File: config.mk
export PLATFORM = sky130hd
export DESIGN_NAME = audio_i2s_tx_flat
export DESIGN_NICKNAME = d
export VERILOG_FILES = /design/src/rtl/audio_pkg.sv /design/src/rtl/audio_i2s_tx_if.sv /design/src/rtl/i2s_clk_div.sv /design/src/rtl/audio_i2s_tx.sv /design/src/flat_wrapper.sv
export SDC_FILE = /design/constraint.sdc
export NUM_CORES = 1
export LEC_CHECK = 0
export CORE_ASPECT_RATIO = 2
export CORE_UTILIZATION = 52
export DETAILED_ROUTE_END_ITERATION = 8
export DONT_BUFFER_PORTS = 1
export GPL_ROUTABILITY_DRIVEN = 0
export GPL_TIMING_DRIVEN = 0
export PLACE_DENSITY_LB_ADDON = 0.08
export SKIP_CTS_REPAIR_TIMING = 1
export SYNTH_ARGS = -nofsm -noshare
export SYNTH_HDL_FRONTEND = slang
export SYNTH_SLANG_ARGS = --single-unit
File: constraint.sdc
create_clock -name CLOCK_50 -period 3.55 [get_ports CLOCK_50]
set_input_delay 0 -clock CLOCK_50 [delete_from_list [all_inputs] [get_ports CLOCK_50]]
set_output_delay 0 -clock CLOCK_50 [all_outputs]
set_load 0.01 [all_outputs]
File: src/rtl/audio_pkg.sv
// Shared constants, slot encoding and sample-format helper for the I2S transmitter.
package audio_pkg;

    localparam int FRAME_BITS      = 64;
    localparam int SLOT_BITS       = 32;
    localparam int DATA_BITS       = 16;
    localparam int DATA_SLOT_FIRST = 1;
    localparam int BIT_CNT_W       = $clog2(FRAME_BITS);

    typedef enum logic {
        SLOT_LEFT  = 1'b0,
        SLOT_RIGHT = 1'b1
    } slot_e;

    // Offset-binary 12-bit mixer output to left-justified two's complement.
    function automatic logic [DATA_BITS-1:0] fmt_unsigned12(input logic [11:0] s);
        return {~s[11], s[10:0], 4'b0000};
    endfunction

endpackage

File: src/rtl/audio_i2s_tx_if.sv
// Sample stream between the mixer (master) and the I2S transmitter (slave).
interface audio_i2s_tx_if;
    import audio_pkg::*;

    logic [DATA_BITS-1:0] sample_in;
    logic                 sample_valid;
    logic                 sample_ready;
    logic                 mute;
    logic                 frame_tick;
    logic                 underrun;

    modport master (
        output sample_in, sample_valid, mute,
        input  sample_ready, frame_tick, underrun
    );

    modport slave (
        input  sample_in, sample_valid, mute,
        output sample_ready, frame_tick, underrun
    );

endinterface

File: src/rtl/i2s_clk_div.sv
// Bit-clock divider: generates BCLK, a strobe on each BCLK falling toggle and the frame bit counter.
module i2s_clk_div
    import audio_pkg::*;
#(
    parameter int BCLK_HALF = 8
) (
    input  logic                 clk,
    input  logic                 rst,
    output logic                 bclk,
    output logic                 fall_evt,
    output logic [BIT_CNT_W-1:0] bit_cnt
);

    logic [7:0]           div_cnt_q, div_cnt_d;
    logic                 bclk_q, bclk_d;
    logic [BIT_CNT_W-1:0] bit_cnt_q, bit_cnt_d;
    logic                 toggle;

    always_comb begin
        toggle    = (div_cnt_q == 8'(BCLK_HALF - 1));
        div_cnt_d = toggle ? 8'd0 : div_cnt_q + 8'd1;
        bclk_d    = toggle ? ~bclk_q : bclk_q;
        fall_evt  = toggle && bclk_q;
        bit_cnt_d = fall_evt ? bit_cnt_q + 1'b1 : bit_cnt_q;
    end

    always_ff @(posedge clk or posedge rst) begin
        if (rst) begin
            div_cnt_q <= '0;
            bclk_q    <= 1'b0;
            bit_cnt_q <= '0;
        end else begin
            div_cnt_q <= div_cnt_d;
            bclk_q    <= bclk_d;
            bit_cnt_q <= bit_cnt_d;
        end
    end

    assign bclk    = bclk_q;
    assign bit_cnt = bit_cnt_q;

endmodule

File: src/rtl/audio_i2s_tx.sv
// Mono I2S master: one-entry sample hold, format conversion, and serialisation of the
// same sample into both slots of each 64-bit frame.
module audio_i2s_tx
    import audio_pkg::*;
#(
    parameter int BCLK_HALF   = 8,
    parameter bit UNSIGNED_IN = 1'b1
) (
    input  logic           CLOCK_50,
    input  logic           reset,
    audio_i2s_tx_if.slave  bus,
    output logic           AUD_BCLK,
    output logic           AUD_DACLRCK,
    output logic           AUD_DACDAT
);

    logic                 fall_evt;
    logic [BIT_CNT_W-1:0] bit_cnt;
    logic [BIT_CNT_W-1:0] n;
    logic [4:0]           slot_pos;
    logic [3:0]           bit_idx;
    logic                 load_evt, bypass, accept;
    logic [DATA_BITS-1:0] fmt_in;

    logic                 hold_full_q, hold_full_d;
    logic [DATA_BITS-1:0] hold_q, hold_d;
    logic [DATA_BITS-1:0] shift_q, shift_d;
    slot_e                lrck_q, lrck_d;
    logic                 dat_q, dat_d;
    logic                 tick_q, tick_d;
    logic                 underrun_q, underrun_d;

    i2s_clk_div #(.BCLK_HALF(BCLK_HALF)) u_clk_div (
        .clk      (CLOCK_50),
        .rst      (reset),
        .bclk     (AUD_BCLK),
        .fall_evt (fall_evt),
        .bit_cnt  (bit_cnt)
    );

    generate
        if (UNSIGNED_IN) begin : g_unsigned
            logic unused_hi_bits;
            assign fmt_in         = fmt_unsigned12(bus.sample_in[11:0]);
            assign unused_hi_bits = ^bus.sample_in[15:12];
        end else begin : g_signed
            assign fmt_in = bus.sample_in;
        end
    endgenerate

    always_comb begin
        hold_full_d = hold_full_q;
        hold_d      = hold_q;
        shift_d     = shift_q;
        lrck_d      = lrck_q;
        dat_d       = dat_q;
        underrun_d  = 1'b0;

        n        = bit_cnt + 1'b1;
        slot_pos = n[4:0];
        bit_idx  = 4'(5'(DATA_BITS) - slot_pos);

        load_evt = fall_evt && (n == '0);
        tick_d   = load_evt;
        bypass   = load_evt && !bus.mute && !hold_full_q && bus.sample_valid;
        accept   = bus.sample_valid && !hold_full_q && !bypass;

        // One-BCLK I2S delay: slot bit 0 is always zero, data occupies bits 1..16.
        if (fall_evt) begin
            lrck_d = slot_e'(n[BIT_CNT_W-1]);
            if (slot_pos >= 5'(DATA_SLOT_FIRST) && slot_pos <= 5'(DATA_BITS))
                dat_d = shift_q[bit_idx];
            else
                dat_d = 1'b0;
        end

        // Mute wins but still drains the hold so the source is not stalled.
        if (load_evt) begin
            if (bus.mute) begin
                shift_d     = '0;
                hold_full_d = 1'b0;
            end else if (hold_full_q) begin
                shift_d     = hold_q;
                hold_full_d = 1'b0;
            end else if (bypass) begin
                shift_d = fmt_in;
            end else begin
                underrun_d = 1'b1;
            end
        end

        if (accept) begin
            hold_d      = fmt_in;
            hold_full_d = 1'b1;
        end
    end

    always_ff @(posedge CLOCK_50 or posedge reset) begin
        if (reset) begin
            hold_full_q <= 1'b0;
            hold_q      <= '0;
            shift_q     <= '0;
            lrck_q      <= SLOT_LEFT;
            dat_q       <= 1'b0;
            tick_q      <= 1'b0;
            underrun_q  <= 1'b0;
        end else begin
            hold_full_q <= hold_full_d;
            hold_q      <= hold_d;
            shift_q     <= shift_d;
            lrck_q      <= lrck_d;
            dat_q       <= dat_d;
            tick_q      <= tick_d;
            underrun_q  <= underrun_d;
        end
    end

    assign AUD_DACLRCK      = lrck_q;
    assign AUD_DACDAT       = dat_q;
    assign bus.sample_ready = !hold_full_q;
    assign bus.frame_tick   = tick_q;
    assign bus.underrun     = underrun_q;

endmodule

File: src/flat_wrapper.sv
// flat-port wrapper written by rule: the top's interface ports become plain ports
module audio_i2s_tx_flat import audio_pkg::*;
#(
    parameter int BCLK_HALF   = 8,
    parameter bit UNSIGNED_IN = 1'b1
)
  (CLOCK_50, reset, AUD_BCLK, AUD_DACLRCK, AUD_DACDAT, bus_sample_in, bus_sample_valid, bus_mute, bus_sample_ready, bus_frame_tick, bus_underrun);
  audio_i2s_tx_if bus_i ();
  input  logic CLOCK_50;
  input  logic reset;
  output logic AUD_BCLK;
  output logic AUD_DACLRCK;
  output logic AUD_DACDAT;
  input wire logic [$bits(bus_i.sample_in)-1:0] bus_sample_in;
  input wire logic [$bits(bus_i.sample_valid)-1:0] bus_sample_valid;
  input wire logic [$bits(bus_i.mute)-1:0] bus_mute;
  output wire logic [$bits(bus_i.sample_ready)-1:0] bus_sample_ready;
  output wire logic [$bits(bus_i.frame_tick)-1:0] bus_frame_tick;
  output wire logic [$bits(bus_i.underrun)-1:0] bus_underrun;
  assign bus_i.sample_in = bus_sample_in;
  assign bus_i.sample_valid = bus_sample_valid;
  assign bus_i.mute = bus_mute;
  assign bus_sample_ready = bus_i.sample_ready;
  assign bus_frame_tick = bus_i.frame_tick;
  assign bus_underrun = bus_i.underrun;
  audio_i2s_tx #(.BCLK_HALF(BCLK_HALF), .UNSIGNED_IN(UNSIGNED_IN)) u_core (.CLOCK_50(CLOCK_50), .reset(reset), .bus(bus_i), .AUD_BCLK(AUD_BCLK), .AUD_DACLRCK(AUD_DACLRCK), .AUD_DACDAT(AUD_DACDAT));
endmodule
* Yosys cells after proc, flatten, opt, wreduce, memory -nomap -nowiden *
Index checks and enable logic that the tools add are counted.
Widths: inputs -> output; s select.

word-level totals
  register bits = 48
  input port bits = 20
  output and inout bits = 6
  word-level logic and storage cells = 47

cells by class
  $add $sub $neg = 3
  magnitude comparators = 3
  eq/ne operators = 1
  multiplexer cells = 13
  bitwise logic cells = 2
  reductions and logical operators = 15

operators by type and width
  cell                 count
  $mux 16              3
  $add 8x1->8 const B  1
  $eq 8x3->1 const B   1
  $logic_and 1x1->1    8
  $mux 1               8
  $mux 8               1
  $add 6x1->6 const B  1
  $logic_not 6->1      1
  $ge 5x1->1 const B   1
  $le 5x5->1 const B   1
  $lt 4x5->1 const B   1
  $bmux 1 s4           1
  $sub 1x4->4 const A  1
  $logic_not 1->1      3
  $reduce_bool 3->1    1
  $not 1->1            2
  $reduce_and 2->1     1
  $reduce_bool 2->1    1

* Longest topological paths before layout *
  word-level depth = 10
  mapped depth = 10
  depth with buffers taken out = 8

* Hierarchy *
Synthesis repeated with hierarchy kept, for this count alone.

unflattened totals
  cells, all modules = 202
  area, all modules = 2453.6 um^2

modules (own cells, without submodules)
  module        instances  cells each  area an instance (um^2)
  audio_i2s_tx  1          148         1754.2
  i2s_clk_div   1          54          699.4

* Worst setup path after synthesis *
No wires, ideal clock.

  kind = register to register
  from = register u_core.u_clk_div.bit_cnt_q[0], in the netlist u_core.u_clk_div.bit_cnt[0]
  to = register u_core.dat_q, in the netlist u_core.AUD_DACDAT
  arrival = 2.199 ns
  path slack = 1.269 ns
  stages on the path, launching flop included = 11
  buffers on the path = 2
  cells stage by stage = dfrtp_1 -> buf_2 -> inv_1 -> ha_1 -> clkbuf_1 -> nor4bb_1 -> a21oi_1 -> a21oi_1 -> xnor2_1 -> mux2_2 -> a31oi_1

on the way
  cells in the longest elaborated chain, start to end = 5
  elaborated cells between the ends (all ways) = 8
  classes of those cells = add/sub (2); order compare (2); mux (3); reduce/logical (1)

RTL lines
  what                          RTL line             text
  start: declaration            i2s_clk_div.sv:16    logic [BIT_CNT_W-1:0] bit_cnt_q, bit_cnt_d;
  start signal: assignment      i2s_clk_div.sv:35    bit_cnt_q <= bit_cnt_d;
  $add 6x1->6                   audio_i2s_tx.sv:59   n = bit_cnt + 1'b1;
  $sub 1x4->4                   audio_i2s_tx.sv:61   bit_idx = 4'(5'(DATA_BITS) - slot_pos);
  net u_core.bit_idx[0]         audio_i2s_tx.sv:21   logic [3:0] bit_idx;
  $bmux 1 s4                    audio_i2s_tx.sv:72   dat_d = shift_q[bit_idx];
  $mux 1 (not written as such)  audio_i2s_tx.sv:72
  $mux 1                        audio_i2s_tx.sv:71   if (slot_pos >= 5'(DATA_SLOT_FIRST) && slot_pos <= 5'(DATA_BITS))
  end signal: assignment        audio_i2s_tx.sv:112  dat_q <= dat_d;
  end: declaration              audio_i2s_tx.sv:29   logic dat_q, dat_d;

The timed path passes the listed nets, and every way through them passes these cells. The select of a mux whose other input is x is not followed.
A chain may end at the register's enable or synchronous reset.

* Final worst setup path *
Ends and elaborated chain as after synthesis.

==> impl_metrics.toml <==
[cts]
worst_setup_hold_path_clk_slew_ns = 0.09
cts_max_level = 2
clkSinkCount = 43
clockBufferDepth = 2
tritoncts = "built"
cts_buffers = 5
clock_latency_ns = 0.30
root_buffer = "sky130_fd_sc_hd__clkbuf_8"

[synthesis]
synth-edff-count = 0
syn_nets = 238
top_count_cell_post_synth = "sky130_fd_sc_hd__dfrtp_1"
postSynth.asyncResetShare = 1.000
postSynthAreaPerCell_um2 = 10.37
yosysWarningCount = 0
ff_latch_count_synth = 43
yosys-top-cells-area = "sky130_fd_sc_hd__dfrtp_1 (48%), sky130_fd_sc_hd__nand2_1 (6.4%), sky130_fd_sc_hd__mux2_4 (5.4%), sky130_fd_sc_hd__xnor2_1 (4.7%), sky130_fd_sc_hd__o21ai_0 (3.4%)"
synth.cells.most_frequent = "sky130_fd_sc_hd__dfrtp_1 (43), sky130_fd_sc_hd__nand2_1 (38), sky130_fd_sc_hd__o21ai_0 (15)"
synthFlopType = "sky130_fd_sc_hd__dfrtp_1"
postSynthCellCount = 215
synth.lib_cells_used.distinct = 37
seq_area_frac_synth = 0.4826
synth_top_area_cell = "sky130_fd_sc_hd__dfrtp_1"
yosysTopAreaCellShare = 0.4826
syn_area_um2 = 2230

[cells_and_area]
finish.net_count = 259
antennaDiodeCount = 0
multi_input_comb_area_um2 = 1067
syn_to_final_growth_pct = 13.69
seqCellArea_um2 = 1076
fillCellCount = 331
layout_cells_sized_above_1 = 0.1477

[power_and_ir_drop]
switching_pwr_w = 0.0001957
pwr-share-clk = 0.373
ir_drop_uv = 351.2
power_density_nw_per_um2 = 358.1
seqPwrFrac = 0.563
cellLeakagePower_nw = 1.128
sw_frac_of_total = 0.2156
p_comb_frac = 0.064
power.internal_w = 0.0007120

[sta]
finalWorstSetupSlack_ns = 0.9625
slew_headroom = 0.4152
max_freq_ghz = 0.3865
setup-tns-final_ns = 0
finalMaxSlewViolations = 0
total_count_of_hold_check_failures_in_the_final_report = 0
min_period_over_period = 0.7289
final.setup_skew_ns = 0.01097
report.final.setup_viol = 0
final_period_minus_worst_setup_slack_ns = 2.588
rsz_0062_raised_after_global_routing = "no"
tightestPinTransition_ns = 0.8759

[setup_path]
reg2reg_to = "u_core.AUD_DACDAT"
critical_path.cell_chain = "buf_2 -> inv_1 -> ha_1 -> clkbuf_1 -> nor4bb_1 -> a21oi_1 -> a21oi_1 -> xnor2_1 -> mux2_2 -> a31oi_1"
critical_path.startpoint_type = "flop"
r2r_start = "u_core.u_clk_div.bit_cnt[0]"
worst_setup_path_end_kind = "flop"
critPathRequiredTime_ns = 3.78
crit_arrival_ns = 2.81
timing_worst_setup_path_type = "reg -> reg"
cpLargestDelayFamily = "buffers and inverters"
worst-path-max-fanout = 9
worstRegToRegCells = 10
max_stage_delay_ns = 0.36
crit_top_cell = "sky130_fd_sc_hd__a21oi_1"
reg2reg_setup_slack_ns = 0.96
timing.critical_path.buf_inv = 3
critical-path-slowest-cell = "sky130_fd_sc_hd__dfrtp_1"

[routing]
detail_route.drc_violations = 0
drt_first_iter_violations = 48
antenna_left = 0
detailed_router_iteration_count_before_antenna_repair = 4
wl_per_cell_um = 15.05
num_vias = 1628
totalWireLength_um = 4349
viasPerCell = 5.633

[run_status]
status = "finished clean"

[floorplan]
core_area_um2 = 4088
floorplan.die_area_um2 = 4569
num_io_pins = 26
initial_utilization = 0.5455
floorplan.die.width_um = 48.30
std_cell_rows = 33
floorplan.die.height_um = 94.61

[global_routing]
grt_overflow = 0
wire_length_of_the_first_global_routing_pass_um = 7224
global_route.usage.total = 0.2073
initial_antenna_violation_count = 0
vias_in_the_first_global_route = 1591
pin_count_of_the_biggest_net_entering_global_routing = 44

[hold_path]
worst_hold_path.endpoint = "u_core.shift_q[15]"
min_path_cells = 3
hold_path.class = "in -> reg"
holdCritStartpoint = "bus_sample_in[11]"

[placed_design]
placement.setup.worst_slack_ns = 0.9887
place_hpwl_um = 3098
io_buffers = 0

[job]
maxCapViolations = 0
[layout by cell type, fill, tap and decap left out, types with 8 or more instances in the layout]
cell type                       instances
sky130_fd_sc_hd__nand3_1                8
sky130_fd_sc_hd__o21ai_0               15
sky130_fd_sc_hd__dlygate4sd3_1         14
sky130_fd_sc_hd__mux2_4                 8
sky130_fd_sc_hd__xnor2_1               12
sky130_fd_sc_hd__nor2_1                 8
sky130_fd_sc_hd__clkbuf_1               8
sky130_fd_sc_hd__o21ai_1               12
sky130_fd_sc_hd__nand2_1               38
sky130_fd_sc_hd__a22oi_1                9
sky130_fd_sc_hd__dfrtp_1               43
[worst max-delay path by stage]
stage,from,to,slack (ns),depth (start not counted)
after global placement,u_core.u_clk_div.bit_cnt[0],u_core.AUD_DACDAT,1.07,10
after global routing,u_core.u_clk_div.bit_cnt[0],u_core.AUD_DACDAT,0.74,10
after CTS,u_core.u_clk_div.bit_cnt[0],u_core.AUD_DACDAT,0.96,10
after detailed placement,u_core.u_clk_div.bit_cnt[0],u_core.AUD_DACDAT,0.99,10
final,u_core.u_clk_div.bit_cnt[0],u_core.AUD_DACDAT,0.96,10
after floorplan,u_core.u_clk_div.bit_cnt[0],u_core.AUD_DACDAT,1.27,10
[cell families after synthesis]
| kind of cell | share of synthesized area |
|---|---|
| simple gates | 0.1526 |
| compound gates | 0.1364 |
| flops | 0.4826 |
| buf+inv | 0.03872 |
| mux | 0.1178 |
| xor+xnor | 0.05500 |
| fa+ha+maj | 0.01684 |
[sequential cells by signal (all words and copies together), names as in the netlist]
register	flops
u_core.hold_full_q	1
u_core.AUD_DACDAT	1
u_core.u_clk_div.bit_cnt	6
u_core.u_clk_div.div_cnt_q	8
u_core.shift_q	12
u_core.bus.underrun	1
u_core.hold_q	12
u_core.u_clk_div.bclk	1
u_core.bus.frame_tick	1
[cell type report]
cell class                      instances  share of cell area
Tap cell                               52             0.02567
Multi-Input combinational cell        153              0.4210
Inverter                                7             0.01037
Sequential cell                        43              0.4245
Timing Repair Buffer                   14             0.05528
Buffer                                 12             0.02369
Clock buffer                            8             0.03949
[routing by layer]
layer	vias up	wire, um	global-route usage
met5	-	0	0
met4	0	57	0.09069
met3	4	110	0.03865
met2	33	2568	0.4085
met1	796	1612	0.2056
li1	795	-	-
[power groups by stage]
| stage | registers [W] | logic, W | clock network [W] |
|---|---|---|---|
| final | 0.000511 | 0.0000577 | 0.000339 |
| after global routing | 0.000512 | 0.0000652 | 0.000367 |
| after CTS | 0.000511 | 0.0000456 | 0.000351 |
| after detailed placement | 0.000521 | 0.0000452 | 0 |
| after global placement | 0.000520 | 0.0000440 | 0 |
| after floorplan | 0.000518 | 0.0000377 | 0 |
[metrics by stage]
step | total power (W) | utilization | instance area, um2 | instances | hold slack [ns]
final | 0.0009077 | 0.6201 | 2535 | 289 | 0.05548
after global routing | 0.0009443 | 0.6201 | 2535 | 289 | 0.09926
after CTS | 0.0009074 | 0.5859 | 2395 | 275 | -0.2252
after detailed placement | 0.0005657 | 0.5614 | 2295 | 267 | 0.08822
after global placement | 0.0005638 | 0.5614 | 2295 | 267 | 0.07900
after floorplan | 0.0005560 | - | 2230 | 215 | 0.07276
[worst register-to-register path, delay by kind of cell, from the launching register on]
family / cells / cell delay (ns)
buffers and inverters: 3 / 0.60
AO/OA/AOI/OAI: 3 / 0.40
flip-flops: 1 / 0.36
multiplexers: 1 / 0.36
AND/OR/NAND/NOR: 1 / 0.34
adder cells (fa/ha/maj): 1 / 0.30
XOR/XNOR: 1 / 0.17
No activity file was read; power rests on OpenSTA's default activity.
